$ cat src/rtl/mem_read_router.sv
// mem_read_router: return path of the shared sample-memory read port.
//
// Each read issued to the sample RAM is tagged with its owner (fsm_mux_i at issue time). The tag
// travels down a RD_LATENCY-deep pipeline so it lines up with the returning mem_rdata_i. Data owned
// by the FIR core is delivered as a one-cycle registered pulse; data owned by the AXI slave is
// queued in a small FIFO drained through a valid/ready handshake.
//
// Ports:
//   clk           system clock, rising edge
//   rst_n         asynchronous active-low reset, synchronous release
//   fsm_mux_i     owner of a read issued this cycle: 1 = AXI, 0 = FIR
//   rd_en_i       a read is issued to the RAM this cycle
//   mem_rdata_i   RAM read data, valid RD_LATENCY cycles after rd_en_i
//   fir_data_o    last word routed to the FIR core (held between pulses)
//   fir_valid_o   one-cycle pulse: fir_data_o updated
//   axi_rdata_o   AXI FIFO head word
//   axi_rvalid_o  AXI FIFO non-empty
//   axi_rready_i  AXI consumer accepts the head word
//   busy_o        reads in flight or AXI FIFO non-empty
//   overflow_o    sticky: an AXI response was dropped because the FIFO was full
module mem_read_router #(
  parameter int unsigned DATA_WIDTH = 16,
  parameter int unsigned RD_LATENCY = 2,  // 1..4
  parameter int unsigned AXI_DEPTH  = 4   // power of two, 2..16
) (
  input  logic                  clk,
  input  logic                  rst_n,
  input  logic                  fsm_mux_i,
  input  logic                  rd_en_i,
  input  logic [DATA_WIDTH-1:0] mem_rdata_i,
  output logic [DATA_WIDTH-1:0] fir_data_o,
  output logic                  fir_valid_o,
  output logic [DATA_WIDTH-1:0] axi_rdata_o,
  output logic                  axi_rvalid_o,
  input  logic                  axi_rready_i,
  output logic                  busy_o,
  output logic                  overflow_o
);

  localparam int unsigned PtrW = $clog2(AXI_DEPTH);
  localparam int unsigned CntW = $clog2(AXI_DEPTH + 1);

  localparam logic [CntW-1:0] CntFull = CntW'(AXI_DEPTH);
  localparam logic [CntW-1:0] CntOne  = CntW'(1);
  localparam logic [PtrW-1:0] PtrOne  = PtrW'(1);

  // ---------------------------------------------------------------------------------------------
  // Tag pipeline: one {valid, owner} pair per cycle of RAM latency.
  // ---------------------------------------------------------------------------------------------
  logic [RD_LATENCY-1:0] tag_vld_q, tag_vld_d;
  logic [RD_LATENCY-1:0] tag_own_q, tag_own_d;

  always_comb begin
    tag_vld_d    = '0;
    tag_own_d    = '0;
    tag_vld_d[0] = rd_en_i;
    tag_own_d[0] = fsm_mux_i;
    for (int i = 1; i < int'(RD_LATENCY); i++) begin
      tag_vld_d[i] = tag_vld_q[i-1];
      tag_own_d[i] = tag_own_q[i-1];
    end
  end

  always_ff @(posedge clk or negedge rst_n) begin
    if (!rst_n) begin
      tag_vld_q <= '0;
      tag_own_q <= '0;
    end else begin
      tag_vld_q <= tag_vld_d;
      tag_own_q <= tag_own_d;
    end
  end

  // The last stage describes the word present on mem_rdata_i this cycle.
  logic ret_vld, ret_own;
  logic fir_hit, axi_hit;

  assign ret_vld = tag_vld_q[RD_LATENCY-1];
  assign ret_own = tag_own_q[RD_LATENCY-1];
  assign fir_hit = ret_vld & ~ret_own;
  assign axi_hit = ret_vld &  ret_own;

  // ---------------------------------------------------------------------------------------------
  // FIR path: registered single-cycle pulse, no backpressure.
  // ---------------------------------------------------------------------------------------------
  logic [DATA_WIDTH-1:0] fir_data_q, fir_data_d;
  logic                  fir_valid_q, fir_valid_d;

  always_comb begin
    fir_valid_d = fir_hit;
    fir_data_d  = fir_data_q;
    if (fir_hit) begin
      fir_data_d = mem_rdata_i;
    end
  end

  always_ff @(posedge clk or negedge rst_n) begin
    if (!rst_n) begin
      fir_data_q  <= '0;
      fir_valid_q <= 1'b0;
    end else begin
      fir_data_q  <= fir_data_d;
      fir_valid_q <= fir_valid_d;
    end
  end

  assign fir_data_o  = fir_data_q;
  assign fir_valid_o = fir_valid_q;

  // ---------------------------------------------------------------------------------------------
  // AXI path: response FIFO.
  // ---------------------------------------------------------------------------------------------
  logic [DATA_WIDTH-1:0] fifo_q [AXI_DEPTH];
  logic [PtrW-1:0]       wr_ptr_q, wr_ptr_d;
  logic [PtrW-1:0]       rd_ptr_q, rd_ptr_d;
  logic [CntW-1:0]       count_q, count_d;
  logic                  overflow_q, overflow_d;

  logic not_empty, full;
  logic pop, push, drop;

  assign not_empty = (count_q != '0);
  assign full      = (count_q == CntFull);
  assign pop       = not_empty & axi_rready_i;
  // A simultaneous pop frees the slot, so a push into a full FIFO is still accepted.
  assign push      = axi_hit & (~full | pop);
  assign drop      = axi_hit & full & ~pop;

  always_comb begin
    wr_ptr_d   = wr_ptr_q;
    rd_ptr_d   = rd_ptr_q;
    count_d    = count_q;
    overflow_d = overflow_q | drop;

    // Pointers wrap naturally because AXI_DEPTH is a power of two.
    if (push) begin
      wr_ptr_d = wr_ptr_q + PtrOne;
    end
    if (pop) begin
      rd_ptr_d = rd_ptr_q + PtrOne;
    end

    case ({push, pop})
      2'b10:   count_d = count_q + CntOne;
      2'b01:   count_d = count_q - CntOne;
      default: count_d = count_q;
    endcase
  end

  always_ff @(posedge clk or negedge rst_n) begin
    if (!rst_n) begin
      wr_ptr_q   <= '0;
      rd_ptr_q   <= '0;
      count_q    <= '0;
      overflow_q <= 1'b0;
    end else begin
      wr_ptr_q   <= wr_ptr_d;
      rd_ptr_q   <= rd_ptr_d;
      count_q    <= count_d;
      overflow_q <= overflow_d;
    end
  end

  // Storage is cleared on reset so axi_rdata_o reads 0 out of reset.
  always_ff @(posedge clk or negedge rst_n) begin
    if (!rst_n) begin
      for (int i = 0; i < int'(AXI_DEPTH); i++) begin
        fifo_q[i] <= '0;
      end
    end else if (push) begin
      fifo_q[wr_ptr_q] <= mem_rdata_i;
    end
  end

  assign axi_rdata_o  = fifo_q[rd_ptr_q];
  assign axi_rvalid_o = not_empty;
  assign overflow_o   = overflow_q;

  // ---------------------------------------------------------------------------------------------
  // Activity indication.
  // ---------------------------------------------------------------------------------------------
  assign busy_o = (|tag_vld_q) | not_empty;

endmodule

$ cat config.mk
export PLATFORM = sky130hd
export DESIGN_NAME = mem_read_router
export DESIGN_NICKNAME = d
export VERILOG_FILES = /design/src/rtl/mem_read_router.sv
export SDC_FILE = /design/constraint.sdc
export NUM_CORES = 1
export LEC_CHECK = 0
export CAP_MARGIN = 20
export CORE_MARGIN = 3
export CORE_UTILIZATION = 25
export DETAILED_ROUTE_END_ITERATION = 10
export GPL_ROUTABILITY_DRIVEN = 0
export GPL_TIMING_DRIVEN = 0
export SETUP_SLACK_MARGIN = 0.15
export SLEW_MARGIN = 30
export SYNTH_ARGS = -nofsm -noshare
export SYNTH_HDL_FRONTEND = slang
export SYNTH_SLANG_ARGS = --single-unit
$ cat constraint.sdc
create_clock -name clk -period 2.46 [get_ports clk]
set_input_delay 0.492 -clock clk [delete_from_list [all_inputs] [get_ports clk]]
set_output_delay 0.492 -clock clk [all_outputs]
set_load 0.005 [all_outputs]
==> impl_metrics.env <==
export IMPL_drtPass1Iterations=4
export IMPL_setup_tns_ns=0
export IMPL_leakage_nw=2.18
export IMPL_antenna_violating_nets_post_route=0
export IMPL_drv_cap=0
export IMPL_max_stage_delay_ns=0.54
export IMPL_worstMarginPinSlew_ns=0.768
export IMPL_finalSetupViolations=0
export IMPL_reg2reg_slack_ns=0.35
export IMPL_hold_buffers=0
export IMPL_clockRootBuffer="clkbuf_16"
export IMPL_startpoint_type="register"
export IMPL_cts_buffer_depth=2
export IMPL_ys_warn_count=0
export IMPL_h_tree_depth=3
export IMPL_grt_pass1_wl_um=14100
export IMPL_slew_violations=0
export IMPL_pwr_share_seq_pct=39.6
export IMPL_syn_area_per_cell_um2=17.0
export IMPL_hold_viol=0
export IMPL_slew_headroom_pct=48.5
export IMPL_dp_hpwl_um=5720
export IMPL_rsz0062_at_grt="true"
export IMPL_num_rows=45
export IMPL_grt_use_total_pct=10.5
export IMPL_worstSkewPairLatency_ns=0.34
export IMPL_vias=2260
export IMPL_cts_sinks=93
export IMPL_worstPathCellList="buf_12, buf_12, buf_6, mux4_2, buf_2"
export IMPL_numPortBuffers=56
export IMPL_cts_tree="done"
export IMPL_fin_crit_sh_pct=92.5
export IMPL_worstPathMaxFanout=8
export IMPL_fmax_mhz=439
export IMPL_intPower_mw=4.56
export IMPL_antenna_found_initial=0
export IMPL_first_global_vias=2539
export IMPL_crit_required_ns=1.97
export IMPL_p_total_mw=6.34
export IMPL_status="complete, no violations"
export IMPL_synth_top_area_share_pct=58.6
export IMPL_worstHoldPathType="primary input to async pin"
export IMPL_layout_drive_gt1_share_pct=45.4
export IMPL_netlist_area_mm2=0.00397
export IMPL_arrival_ns=1.78
export IMPL_finalClockSkew_ns=0.00492
export IMPL_criticalPathCategory="register to primary output"
export IMPL_cts_buffers=9
export IMPL_yosysSeqAreaShare_pct=58.6
export IMPL_die_width_um=132
export IMPL_ys_ff_latch=93
export IMPL_grt_max_degree=60
export IMPL_core_area_mm2=0.0154
export IMPL_synth_area_top_cells="dfrtp_1 (59%), mux2_2 (23%), mux4_2 (9.1%)"
export IMPL_drt_total_wl_um=8430
export IMPL_drc_errors=0
export IMPL_fin_nets=338
export IMPL_die_y_um=132
export IMPL_die_area_mm2=0.0174
export IMPL_drt_iter0_drc=100
export IMPL_cp_common_cell="buf_12"
export IMPL_pin_count=57
export IMPL_critPathSlowestCell="mux4_2"
export IMPL_peakVddDrop_mv=0.379
export IMPL_timing_rr_start="count_q[2]"
export IMPL_antenna_cells=0
export IMPL_synthCells=234
export IMPL_swShare_pct=28.1
export IMPL_period_needed_ns=2.28
export IMPL_yosysUniqueCellTypes=23
export IMPL_comb_power_share_pct=39.6
export IMPL_wl_per_cell_um=16.0
export IMPL_power_density_mw_per_mm2=1210
export IMPL_power_switching_mw=1.78
export IMPL_endpoint_kind="primary output"
export IMPL_path_clk_slew_ns=0.06
export IMPL_pwr_share_clk_pct=20.7
export IMPL_area_growth_pct=31.5
export IMPL_synth_fp_nets=261
export IMPL_grt_ovfl_total=0
export IMPL_yosys_area_top_type="dfrtp_1"
export IMPL_viasPerCell=4.30
export IMPL_cp_startpoint="rd_ptr_q[0]"
export IMPL_start_util_pct=25.8
-- what timing repair did --
action / in CTS / in global routing
resized for setup: 42 / 11
buffers inserted: 7 / 2
endpoints found under the setup margin: 18 / 41
gates cloned: 0 / 0
pin swaps: 1 / 1
-- power groups by stage --
stage	combinational, mW	clock [mW]	sequential, mW
after global routing	2.74	1.43	2.60
final	2.51	1.31	2.51
after CTS	2.51	1.36	2.52
after global placement	2.45	0	2.48
after detailed placement	2.51	0	2.53
after floorplan	1.48	0	2.43
-- cell usage in the layout, fill, tap and decap left out, types with 2 or more instances in the layout --
cell type        instances
dfrtp_1                 92
mux2_2                  81
clkdlybuf4s50_1         37
mux4_2                  16
clkbuf_16                9
dlygate4sd2_1            8
inv_1                    7
buf_4                    7
clkbuf_8                 5
buf_6                    5
ha_1                     5
clkdlybuf4s15_1          5
buf_2                    4
buf_12                   3
clkbuf_1                 3
xnor2_1                  3
xor2_1                   3
nor3b_4                  2
nor3b_2                  2
-- Yosys cell counts --
master     n
a31o_2     1
and2_1     1
buf_2      3
buf_6      3
clkbuf_1   3
clkbuf_8   1
dfrtp_1   93
fa_1       1
ha_1       5
inv_1      7
mux2_2    81
mux2i_1    1
mux4_2    16
nand2_1    1
nand2b_1   1
nand3_1    1
nor2_1     2
nor3b_2    4
nor4b_4    1
or3_1      1
or3_2      1
xnor2_1    3
xor2_1     3
-- layer usage --
layer | track usage (%) | part of all wire [%]
met2 | 16.4 | 49
met5 | 0 | 0
met4 | 4.55 | 1.6
met1 | 13.8 | 46
met3 | 2.71 | 4.0
-- flip-flops by register name, summed over array words and instances (netlist names) --
| register | cells |
|---|---|
| fifo_q | 64 |
| tag_vld_q | 2 |
| fir_data_o | 16 |
| overflow_o | 1 |
| wr_ptr_q | 2 |
| count_q | 3 |
| fir_valid_o | 1 |
| tag_own_q | 2 |
| rd_ptr_q | 2 |
-- worst max-delay path: cells and delay by family, from the launching register on --
family / cells / cell delay [ns]
buffers and inverters: 4 / 0.53
flip-flops: 1 / 0.37
multiplexers: 1 / 0.54
-- worst paths after layout --
kind                                   to  cells past startpoint
max reg2reg                    fifo_q[60]                      5
min in group clk             tag_own_q[1]                      0
max in group asynchronous      fifo_q[11]                      2
min                         fir_data_o[4]                      1
max                        axi_rdata_o[5]                      5
min reg2reg                  tag_own_q[1]                      0
-- area by class of cell --
| cell class | count | area [um^2] |
|---|---|---|
| fillers | 1490 | 10100 |
| flip-flops and latches | 93 | 2330 |
| multi-input cells | 124 | 1560 |
| repair buffers | 66 | 646 |
| clock buffers | 14 | 274 |
| well taps | 211 | 264 |
| plain buffers | 10 | 118 |
| inverters | 7 | 26.3 |
| clock inverters | 1 | 5.00 |
-- cell families (layout without fill, tap and decap cells) --
group / count (synthesis) / after routing / synth area share, %
buffers and inverters: 17 / 98 / 2.52
muxes: 98 / 98 / 32.3
xor gates and xnor gates: 6 / 6 / 1.32
and+or+nand+nor: 13 / 13 / 2.93
DFF: 93 / 93 / 58.6
adders and majority gates: 6 / 6 / 2.08
AOI/OAI and AO/OA: 1 / 1 / 0.221
-- per-stage QoR --
step / hold WS (ns) / cells / utilization [%] / worst slack (ns) / cell area [um^2]
6_report: 0.0418 / 526 / 34.0 / 0.184 / 5220
3_5_place_dp: 0.346 / 502 / 31.4 / -0.382 / 4820
4_1_cts: 0.0423 / 524 / 33.8 / 0.120 / 5190
3_3_place_gp: 0.336 / 501 / 31.2 / -2.43 / 4790
5_1_grt: 0.0514 / 526 / 34.0 / 0.129 / 5220
2_1_floorplan: 0.196 / 234 / - / 0.333 / 3970
Note: power is estimated with default switching activity, not from simulation.
